`src/rtl/jump_target_encoder.sv`:
```
// jump_target_encoder
//
// Builds a J-type jump word (J / JAL) from an absolute target address so the
// core's {4'b0000, field, 2'b00} expansion reproduces that target. Results go
// through a two-entry in-order buffer with valid/ready handshakes on both sides.
// Targets the expansion cannot reproduce are still encoded, but are flagged.
//
// Optional feature macro: JUMP_REGION_CHECK_EN
//   defined   : region error when target[31:28] differs from (pc + 4)[31:28]
//   undefined : region error when target[31:28] is non-zero (in_pc unused)
//
// Parameters
//   CNT_WIDTH       width of the saturating error counter
// Ports
//   clk             rising-edge clock
//   reset           asynchronous active-low reset
//   in_valid        request present
//   in_ready        buffer can accept (registered state only)
//   in_link         1 = JAL (opcode 6'h03), 0 = J (opcode 6'h02)
//   in_pc           address of the jump instruction
//   in_target       absolute jump target
//   out_valid       head entry valid
//   out_ready       consumer accepts the head entry
//   out_instr       encoded instruction word of the head entry
//   out_err_align   head entry target not word-aligned
//   out_err_region  head entry target outside the reachable region
//   err_count       accepted entries with any error, saturating

module jump_target_encoder #(
    parameter int unsigned CNT_WIDTH = 8
) (
    input  logic                 clk,
    input  logic                 reset,
    input  logic                 in_valid,
    output logic                 in_ready,
    input  logic                 in_link,
    input  logic [31:0]          in_pc,
    input  logic [31:0]          in_target,
    output logic                 out_valid,
    input  logic                 out_ready,
    output logic [31:0]          out_instr,
    output logic                 out_err_align,
    output logic                 out_err_region,
    output logic [CNT_WIDTH-1:0] err_count
);

    localparam logic [5:0] OpJ   = 6'h02;
    localparam logic [5:0] OpJal = 6'h03;

    typedef struct packed {
        logic [31:0] instr;
        logic        err_align;
        logic        err_region;
    } entry_t;

    // Buffer occupancy doubles as the FSM state.
    typedef enum logic [1:0] {
        StEmpty = 2'd0,
        StOne   = 2'd1,
        StFull  = 2'd2
    } state_e;

    state_e state_q, state_d;
    entry_t head_q, head_d;
    entry_t tail_q, tail_d;
    logic [CNT_WIDTH-1:0] err_count_q, err_count_d;

    entry_t new_entry;
    logic   push;
    logic   pop;

    // ------------------------------------------------------------------
    // Encoding of the incoming request
    // ------------------------------------------------------------------
`ifdef JUMP_REGION_CHECK_EN
    logic [31:0] pc4;
    assign pc4 = in_pc + 32'd4;  // wraps to 0 from 0xFFFF_FFFC

    always_comb begin
        new_entry            = '0;
        new_entry.instr      = {(in_link ? OpJal : OpJ), in_target[27:2]};
        new_entry.err_align  = (in_target[1:0] != 2'b00);
        new_entry.err_region = (in_target[31:28] != pc4[31:28]);
    end
`else
    // The core zero-fills the upper nibble, so the jump PC is irrelevant here.
    logic unused_pc;
    assign unused_pc = ^in_pc;

    always_comb begin
        new_entry            = '0;
        new_entry.instr      = {(in_link ? OpJal : OpJ), in_target[27:2]};
        new_entry.err_align  = (in_target[1:0] != 2'b00);
        new_entry.err_region = (in_target[31:28] != 4'b0000);
    end
`endif

    // ------------------------------------------------------------------
    // Handshakes: in_ready depends only on registered occupancy
    // ------------------------------------------------------------------
    assign in_ready  = (state_q != StFull);
    assign out_valid = (state_q != StEmpty);
    assign push      = in_valid && in_ready;
    assign pop       = out_valid && out_ready;

    // ------------------------------------------------------------------
    // Next-state: occupancy and buffer contents
    // ------------------------------------------------------------------
    always_comb begin
        state_d = state_q;
        head_d  = head_q;
        tail_d  = tail_q;

        unique case (state_q)
            StEmpty: begin
                if (push) begin
                    head_d  = new_entry;
                    state_d = StOne;
                end
            end
            StOne: begin
                if (push && pop) begin
                    // Head leaves and the new entry takes its place.
                    head_d = new_entry;
                end else if (push) begin
                    tail_d  = new_entry;
                    state_d = StFull;
                end else if (pop) begin
                    state_d = StEmpty;
                end
            end
            StFull: begin
                if (pop) begin
                    head_d  = tail_q;
                    state_d = StOne;
                end
            end
            default: begin
                state_d = StEmpty;
            end
        endcase
    end

    // ------------------------------------------------------------------
    // Saturating error counter
    // ------------------------------------------------------------------
    always_comb begin
        err_count_d = err_count_q;
        if (push && (new_entry.err_align || new_entry.err_region) &&
            (err_count_q != {CNT_WIDTH{1'b1}})) begin
            err_count_d = err_count_q + 1'b1;
        end
    end

    // ------------------------------------------------------------------
    // State registers
    // ------------------------------------------------------------------
    always_ff @(posedge clk or negedge reset) begin
        if (!reset) begin
            state_q     <= StEmpty;
            head_q      <= '0;
            tail_q      <= '0;
            err_count_q <= '0;
        end else begin
            state_q     <= state_d;
            head_q      <= head_d;
            tail_q      <= tail_d;
            err_count_q <= err_count_d;
        end
    end

    // Outputs come straight from the head register.
    assign out_instr      = head_q.instr;
    assign out_err_align  = head_q.err_align;
    assign out_err_region = head_q.err_region;
    assign err_count      = err_count_q;

endmodule

```
`config.mk`:
```
export PLATFORM = sky130hd
export DESIGN_NAME = jump_target_encoder
export DESIGN_NICKNAME = d
export VERILOG_FILES = /design/src/rtl/jump_target_encoder.sv
export SDC_FILE = /design/constraint.sdc
export NUM_CORES = 1
export LEC_CHECK = 0
export BUFFER_PORTS_ARGS = -buffer_cell sky130_fd_sc_hd__buf_2
export CELL_PAD_IN_SITES_DETAIL_PLACEMENT = 0
export CELL_PAD_IN_SITES_GLOBAL_PLACEMENT = 2
export CORE_UTILIZATION = 29
export DETAILED_ROUTE_END_ITERATION = 10
export GPL_ROUTABILITY_DRIVEN = 0
export MAX_ROUTING_LAYER = met4
export PLACE_DENSITY = 0.88
export RECOVER_POWER = 50
export SYNTH_ARGS = -nofsm -noshare
export SYNTH_HDL_FRONTEND = slang
export SYNTH_SLANG_ARGS = --single-unit
export TNS_END_PERCENT = 5
```
`constraint.sdc`:
```
create_clock -name clk -period 1.8 [get_ports clk]
set_input_delay 0.09 -clock clk [delete_from_list [all_inputs] [get_ports clk]]
set_output_delay 0.09 -clock clk [all_outputs]
set_load 0.02 [all_outputs]
```
==> results of run 1 <==
state kept, by name, summed over array words and instances, names as in the netlist:
name / count
tail_q: 30
out_instr: 28
err_count: 8
state_q: 2
out_err_align: 1
out_err_region: 1
final cells by class:
cell class	count	area, um^2
Tap cell	133	166.4
Clock inverter	3	65.06
Inverter	2	7.507
Timing Repair Buffer	114	768.2
Multi-Input combinational cell	198	1161
Clock buffer	13	168.9
Fill cell	1017	5819
Sequential cell	70	1753
routing by layer:
metal | share of wire | track usage | vias to the layer above
met4 | 0.018 | 0.05510 | 0
met5 | 0 | - | -
met2 | 0.46 | 0.2128 | 64
met3 | 0.038 | 0.02832 | 11
li1 | - | - | 1191
met1 | 0.49 | 0.1725 | 1110
worst paths after layout:
path,startpoint,to,cells after the start
hold reg to reg,tail_q[29]$_DFFE_PN0P_,tail_q[29]$_DFFE_PN0P_,1
hold / removal,in_target[12],tail_q[12]$_DFFE_PN0P_,2
setup / recovery,state_q[0]$_DFFE_PN0P_,in_ready,5
min in group asynchronous,reset,tail_q[28]$_DFFE_PN0P_,3
max in group asynchronous,reset,state_q[0]$_DFFE_PN0P_,3
setup reg to reg,state_q[0]$_DFFE_PN0P_,out_err_region$_DFFE_PN0P_,6
cells in the mapped netlist:
library cell	instances	area (um^2)
dfrtp_1	70	1752
nand2_1	60	225.2
nor2_1	39	146.4
a31oi_1	28	175.2
mux2_2	28	315.3
buf_2	12	60.06
a21oi_1	8	40.04
buf_4	4	30.03
clkbuf_1	4	15.01
xor2_1	4	35.03
nand3_1	3	15.01
nor2b_1	3	18.77
mux2_1	2	22.52
nand2b_1	2	12.51
nand4_1	2	12.51
nor3_1	2	10.01
nor4_1	2	12.51
o21ai_0	2	10.01
or2_2	2	12.51
a211o_1	1	8.760
a22o_1	1	8.760
a41oi_1	1	8.760
clkinv_1	1	3.750
conb_1	1	3.750
ha_1	1	12.51
inv_1	1	3.750
nor3_2	1	10.01
nor4_2	1	12.51
o22ai_1	1	6.260
where the power goes:
part           internal [mW]  switching (mW)
clock                  0.893           0.572
sequential              2.10           0.341
combinational          0.704           0.904
total                   3.70            1.82
metrics by stage:
step	instance area, um^2	util
final	4090	0.4128
after global routing	4090	0.4128
after CTS	4119	0.4157
after detailed placement	3585	0.3617
after global placement	3585	0.3617
after floorplan	3010	-
worst max-delay path, delay by kind of cell (launching register included):
family | cells | cell delay, ns
buffers and inverters | 4 | 0.66
DFF | 1 | 0.45
and+or+nand+nor | 1 | 0.17
logic make-up (layout without fill, tap and decap cells):
| family | after synthesis | count (layout) | synth area share |
|---|---|---|---|
| flip-flops | 70 | 70 | 0.5841 |
| AO/OA/AOI/OAI | 42 | 42 | 0.08595 |
| multiplexers | 30 | 30 | 0.1126 |
| XOR/XNOR | 4 | 4 | 0.01168 |
| adder cells (fa/ha/maj) | 1 | 1 | 0.004171 |
| AND/OR/NAND/NOR | 117 | 117 | 0.1627 |
| other | 1 | 4 | 0.001250 |
| buffers and inverters | 22 | 132 | 0.03754 |
what timing repair did:
item | CTS | global route
hold buffers | 25 | 0
setup endpoints to repair | 2 | 1
endpoints found under the hold margin | 107 | 0
buffers inserted | 0 | 1
gates cloned | 1 | 0
resized for setup | 4 | 1
pin swaps | 0 | 0
==> results.md, run 1 <==
* Fin worst setup slack at 0.09161 ns
* Nets at 465
* Internal reg-to-reg setup slack at 0.21 ns
* Non-Filler Instances at 533
* Status: finished, final reports clean
* Pre-CTS WS at -0.01367 ns
* Fmax at 585.3 MHz
* Commonest non-fill, non-tap cell in the layout: dfrtp_1
* Worst Path Required at about 1.7 ns
* Vias in the first global route at 2,289
* CTS tree: built
* Mapped Area at 2999 um^2
* IO Count at 113
* Peak supply drop at 0.0006377 V
* Setup crit end kind: output port
* Synthesized area per cell at 10.45 um^2
* Leak at 1.784 nW
* Die area at 10,750 um^2
* Relative slew slack at 0.3585
* Max-cap violations at 0
* Clock Path Buffers at 2
* Diodes inserted at 0
* Layout cells sized above 1 at 0.2975
* Post-placement cell count at 490
* Crit-path max FO at 23
* Worst-path clk slew at ~0.070 ns
* GRT Overall Usage at 0.1361
* CP cell instances: nor2b_4 > buf_12 > clkinv_1 > buf_4 > buf_2
* Yosys warns at 0
* First-pass GRT wire length at about 11 mm
* #FFs+latches synth at 70
* Starting Density at 0.3027
* Clock latency on the worst-skew pair at 0.34 ns
* First DRT Iteration DRCs at 76
* Worst Tran Pin Value at 0.9622 ns
* Seq/Total Area, Yosys at 0.5841
* Chip width at 103.7 um
* DRC viols at 0
* Area grow syn2layout at 36.38%
* Grt ovf at 0
* CP arrival at 1.62 ns
* CTS HTree Levels at 3
* Clk Tree Root Cell: clkbuf_8
* Post-DP HPWL at 4.256 mm
* Initial antenna violation count at 0
* Distinct cells, synth at 29
* Vias/cell at 4.458
* Pin count of the biggest net entering global routing at 71
* PortBufs at 76
* Final hold viol count at 0
* Slew Viols, Final at 0
* Kind of critical path: register to output port
* Tcrit/Tclk final at 0.9491
* First-pass DRT Iterations at 4
* Slowest-stage cell, CP: dfrtp_2
* Clock sinks at 70
* Clock Skew at 0.01015 ns
* Post-DR wirelength/cell at 12.88 um
* Startpoint types: register
* RSZ-0062 raised after global routing: false
* Num CTS Buffers at 9
* Post-Route WL at 6.866 mm
* Fin Setup TNS at 0 ns
* Total power at 5.517 mW
* Post-synthesis cell count at 287
* CP max stage delay at 0.45 ns
* Vias at 2,376
* Std cell rows at 36
* Final setup viols at 0
* Power Dens Cells at 1349 nW/um^2
* Hold Crit Class: primary input to register
* Hold_ws at 0.02446 ns
* Antenna viol nets, final at 0
* Fin crit period at 1.708 ns
* Most frequent cells in the layout: dfrtp_1, nand2_1, buf_2, nor2_1
* Height of the die at just over 100 um
* Core Area at 9910 um^2
No activity file was read; power rests on OpenSTA's default activity.
==> run 2, diff against run 1 <==
- clock period: 1.8 -> 1.7 ns (I/O delays scaled with it)
==> run 2 against run 1 <==
Against the previous run: clock-buffer cell count is 3 lower; clock skew rose by 0.0014 ns; critical endpoint unchanged; worst setup slack better by 0.010 ns.
==> results.md, run 2 (same netlist as run 1, synthesis figures left out) <==
* Status: finished, final reports clean
* Hold Crit Class: primary input to register
* Worst Hold Launch: in_target[0]
* Setup crit end kind: output port
* Core Area at 9910 um^2
* Worst Tran Pin Value at 0.6471 ns
* Max-cap violations at 0
* Worst Path Required at 1.62 ns
* Hold Path Depth at 3
* Reg-to-Reg End: tail_q[27]$_DFFE_PN0P_
* Std cell rows at 36
* DP Area at 3600 um^2
* CTS HTree Levels at 3
* Kind of critical path: register to output port
* Vias/cell at 4.471
* Area grow syn2layout at 37.71%
* Commonest non-fill, non-tap cell in the layout: dfrtp_1
* Layout cells sized above 1 at 0.2980
* CP cell instances: nor2b_4 > buf_12 > clkinv_1 > buf_6 > buf_2
* Slowest-stage cell, CP: dfrtp_1
* FF-to-FF Start: state_q[0]$_DFFE_PN0P_
* CTS tree: built
* Max FFs per register at 30
* Starting Density at 0.3027
* Most frequent cells in the layout: dfrtp_1, nand2_1, buf_2, nor2_1, dlygate4sd3_1
* Clock sinks at 70
* PortBufs at 76
* CP arrival at approximately 1.5 ns
* Diodes inserted at 0
* Post-Route WL at 7.048 mm
* Chip width at 103.7 um
* Crit-path max FO at 19
* Fin util at 0.4168
* Peak supply drop at about 0.00058 V
* Worst-path clk slew at 0.07 ns
* Fin crit period at approximately 1.6 ns
* FF-to-FF path depth at 5
* Post-DR wirelength/cell at 13.08 um
* Clock latency on the worst-skew pair at 0.35 ns
* Vias at roughly 2,400
* Relative slew slack at 0.5686
* Antenna viol nets, final at 0
* Nets at 471
* Clk Tree Root Cell: clkbuf_8
* Largest Register: tail_q
* Post-DP HPWL at 4.497 mm
* Tcrit/Tclk final at 0.9401
* Fmax at 625.7 MHz
* GRT Overall Usage at 0.1441
* Power Dens Cells at 1404 nW/um^2
* Grt ovf at 0
* Initial antenna violation count at 0
* Startpoint types: register
* Final instance area at 4130 um^2
* IO Count at between 100 and 150
* Slew Viols, Final at 0
* Num CTS Buffers at 9
* CP max stage delay at 0.41 ns
* First DRT Iteration DRCs at 42
* Internal reg-to-reg setup slack at 0.13 ns
* Die area at 10,750 um^2
* Final hold viol count at 0
* Clock Skew at 0.01156 ns
* First-pass GRT wire length at 11.85 mm
* Hold EP: tail_q[1]$_DFFE_PN0P_
* Clock Path Buffers at 2
* Leak at around 1.8 nW
* RSZ-0062 raised after global routing: true
* Height of the die at 103.7 um
* Final setup viols at 0
* Vias in the first global route at 2,383
* Pin count of the biggest net entering global routing at 61
* First-pass DRT Iterations at 4
* DRC viols at 0
==> run 2: worst max path at each step <==
stage | start | end | cells after the start
floorplan | err_count[0]$_DFFE_PN0P_ | err_count[1]$_DFFE_PN0P_ | 5
global placement | state_q[0]$_DFFE_PN0P_ | err_count[2]$_DFFE_PN0P_ | 6
detailed placement | state_q[0]$_DFFE_PN0P_ | err_count[2]$_DFFE_PN0P_ | 6
CTS | state_q[0]$_DFFE_PN0P_ | in_ready | 5
global route | state_q[1]$_DFFE_PN0P_ | err_count[7]$_DFFE_PN0P_ | 5
finish | state_q[0]$_DFFE_PN0P_ | in_ready | 5
==> run 2: report_power, final <==
part / leakage, nW / switching, mW / total [mW] / internal [mW]
Combinational: 0.901 / 0.987 / 1.76 / 0.771
Sequential: 0.794 / 0.353 / 2.58 / 2.22
Clock: 0.106 / 0.643 / 1.47 / 0.824
==> run 2: final cells by class <==
| cell class | instances | area, um^2 |
|---|---|---|
| Inverter | 2 | 7.507 |
| Sequential cell | 70 | 1752 |
| Clock buffer | 10 | 127.6 |
| Multi-Input combinational cell | 198 | 1161 |
| Tap cell | 133 | 166.4 |
| Timing Repair Buffer | 120 | 829.5 |
| Fill cell | 1010 | 5779 |
| Clock inverter | 6 | 86.33 |
==> run 2: worst max-delay path, delay by kind of cell, from the launching register on <==
kind                   cells  cell delay (ns)
and+or+nand+nor            1             0.16
buffers and inverters      4             0.61
DFF                        1             0.41
==> run 2: per-stage QoR <==
step / worst slack (ns) / power, mW / TNS, ns / hold WS, ns / instances
floorplan: 0.1086 / 3.691 / 0 / -0.2106 / 290
global route: -0.008310 / 6.167 / -0.008310 / 0.09507 / 539
finish: 0.1018 / 5.801 / 0 / 0.07297 / 539
CTS: 0.004686 / 5.909 / 0 / 0.06609 / 538
global placement: 0.08453 / 4.280 / 0 / 0.02008 / 492
detailed placement: 0.05325 / 4.351 / 0 / 0.02078 / 492
==> run 2: metal layers <==
layer,track usage,vias up,part of all wire
li1,-,1207,-
met1,0.1802,1138,0.48
met2,0.2272,56,0.47
met3,0.03147,9,0.036
met4,0.05816,0,0.017
met5,-,-,0
==> run 2: what timing repair did <==
action,CTS,global route
buffers inserted,0,1
endpoints found under the hold margin,78,0
resized for setup,4,2
hold buffers,29,0
setup endpoints to repair,1,9
cloned,1,0
==> run 3, diff against run 2 <==
- GPL_TIMING_DRIVEN: not set -> 0
==> run 3 against run 2 <==
Against the previous run: register-to-register slack worse by 0.13 ns; clock power about the same; first-iteration DRC count increased by 33%; largest cell class unchanged; core utilization shrank 0.80 points; fmax shrank 5.7%.
==> results.md, run 3 (same netlist as run 1, synthesis figures left out) <==
* DRC viols at 0
* CTS HTree Levels at 3
* Diodes inserted at 0
* Clock latency on the worst-skew pair at 0.34 ns
* IO Count at about 110
* CP max stage delay at ~0.46 ns
* Status: finished, final reports clean
* Setup crit end kind: register
* Stages on worst setup path at 4
* RSZ-0062 raised after global routing: true
* Worst Path Required at 1.92 ns
* Worst Tran Pin Value at slightly below 1 ns
* Pin count of the biggest net entering global routing at 71
* Most frequent cells in the layout: dfrtp_1, nand2_1, buf_2, clkbuf_1, nor2_1
* Hold Crit Class: primary input to register
* Largest Register: tail_q
* Vias in the first global route at 2,277
* Total area of sequential cells at ~1800 um^2
* Sequential Power Share at 0.457
* Multi-input logic area at 1155 um^2
* Hold_ws at 0.05363 ns
* Grt ovf at 0
* Fin crit period at ~1.7 ns
* Filler cells at 1,001
* Post-CTS setup buffers at 0
* Fin Setup TNS at 0 ns
* Starting Density at 0.3027
* Fmax at 589.8 MHz
* FF-to-FF path depth at 4
* Slew Viols, Final at 0
* Comb pwr share at 0.289
* Final hold viol count at 0
* Std cell rows at 36
* Max FFs per register at 30
* Final setup viols at 0
* Clk Tree Root Cell: clkbuf_8
* Crit-path max FO at 7
* Chip width at 103.7 um
* Post-DR wirelength/cell at 13.03 um
* Switching share of power at 0.3469
* Area grow syn2layout at 35.09%
* Delay-heaviest family, CP: flip-flops
* First-pass GRT wire length at roughly 12 mm
* Commonest non-fill, non-tap cell in the layout: dfrtp_1
* Vias at 2,431
* Fin worst setup slack at 0.004643 ns
* CTS tree: built
* Clock Path Buffers at 2
* Die area at 10,750 um^2
* Switching Power at a little under 2 mW
* Relative slew slack at 0.3533
* Power Dens Cells at 1400 nW/um^2
* Clock Skew at 0.009898 ns
* Leak at 1.747 nW
* Slowest-stage cell, CP: dfrtp_2
* Kind of critical path: register to register
* Pre-CTS WS at -0.07956 ns
* Startpoint types: register
* Antenna viol nets, final at 0
* Clock power share at 0.254
* CP cell instances: nor2b_2 > a211o_1 > nor2_1 > mux2_2
* Hold Path Depth at 3
* Max-cap violations at 0
* Clock sinks at 70
* Layout cells sized above 1 at 0.2628
* CP arrival at between 1.5 and 2 ns
* Peak supply drop at 0.0006595 V
* Nets at 476
* Core Area at between 9000 and 10,000 um^2
* Initial antenna violation count at 0
* PortBufs at 76
* Vias/cell at 4.469
* Crit path buffers/inverters at 0
* Num CTS Buffers at 9
* Cell-internal power at roughly 3.7 mW
* Height of the die at 103.7 um
* Worst-path clk slew at 0.07 ns
* Tcrit/Tclk final at 0.9973
* Post-Route WL at 7.089 mm
* GRT Overall Usage at 0.1423
* First-pass DRT Iterations at 4
* Post-DP HPWL at 4.669 mm
* First DRT Iteration DRCs at 56
## run 3: cell count changes in the layout (fill, tap and decap cells not counted), sizes merged
cell / change
clkinv: -2
bufbuf: -1
buf: -20
bufinv: -1
clkbuf: +28
clkinvlp: +1
## run 3: tightest hold or removal path, stage by stage
cell and delay (ns):
buf_2 0.08, nor4_2 0.05, a21oi_1 0.13
## run 3: area by class of cell
cell class	instances	share of cell area
inverter	2	0.002162
tap	133	0.04107
multi-input combinational	198	0.2851
buffer	20	0.03027
clock buffer	12	0.04077
timing repair buffer	105	0.1547
sequential	70	0.4327
clock inverter	4	0.01328
## run 3: final timing paths
check | start | endpoint | slack [ns]
worst max-delay path | state_q[1]$_DFFE_PN0P_ | err_count[1]$_DFFE_PN0P_ | 0.005
worst min-delay path | in_target[30] | tail_q[0]$_DFFE_PN0P_ | 0.05
worst max register to register | state_q[1]$_DFFE_PN0P_ | err_count[1]$_DFFE_PN0P_ | 0.005
worst min register to register | tail_q[29]$_DFFE_PN0P_ | tail_q[29]$_DFFE_PN0P_ | 0.49
max in group asynchronous | reset | state_q[1]$_DFFE_PN0P_ | 0.56
min in group asynchronous | reset | out_instr[21]$_DFFE_PN0P_ | 0.45
## run 3: per-stage QoR
step	instance area, um^2	total power [mW]	std cells	utilization
after floorplan	3010	3.691	290	-
after global placement	3557	4.247	499	0.3590
after detailed placement	3560	4.289	499	0.3592
after CTS	4076	5.807	544	0.4114
after global routing	4051	6.047	544	0.4088
final	4051	5.671	544	0.4088
## run 3: power groups by stage
stage	combinational, mW	sequential [mW]	clock [mW]
global placement	1.65	2.59	0
CTS	1.73	2.58	1.49
global route	1.80	2.69	1.56
floorplan	0.780	2.91	0
detailed placement	1.67	2.62	0
finish	1.64	2.59	1.44
## run 3: timing repair
action | 4_1_cts | 5_1_grt
gates resized for setup | 4 | 9
endpoints found under the setup margin | 2 | 55
endpoints found under the hold margin | 122 | 0
hold buffers | 29 | 0
## run 3: per-layer routing
layer,track usage,vias up,part of all wire
li1,-,1214,-
met1,0.1897,1144,0.49
met2,0.2167,65,0.46
met3,0.02391,8,0.034
met4,0.05510,0,0.015
met5,-,-,0
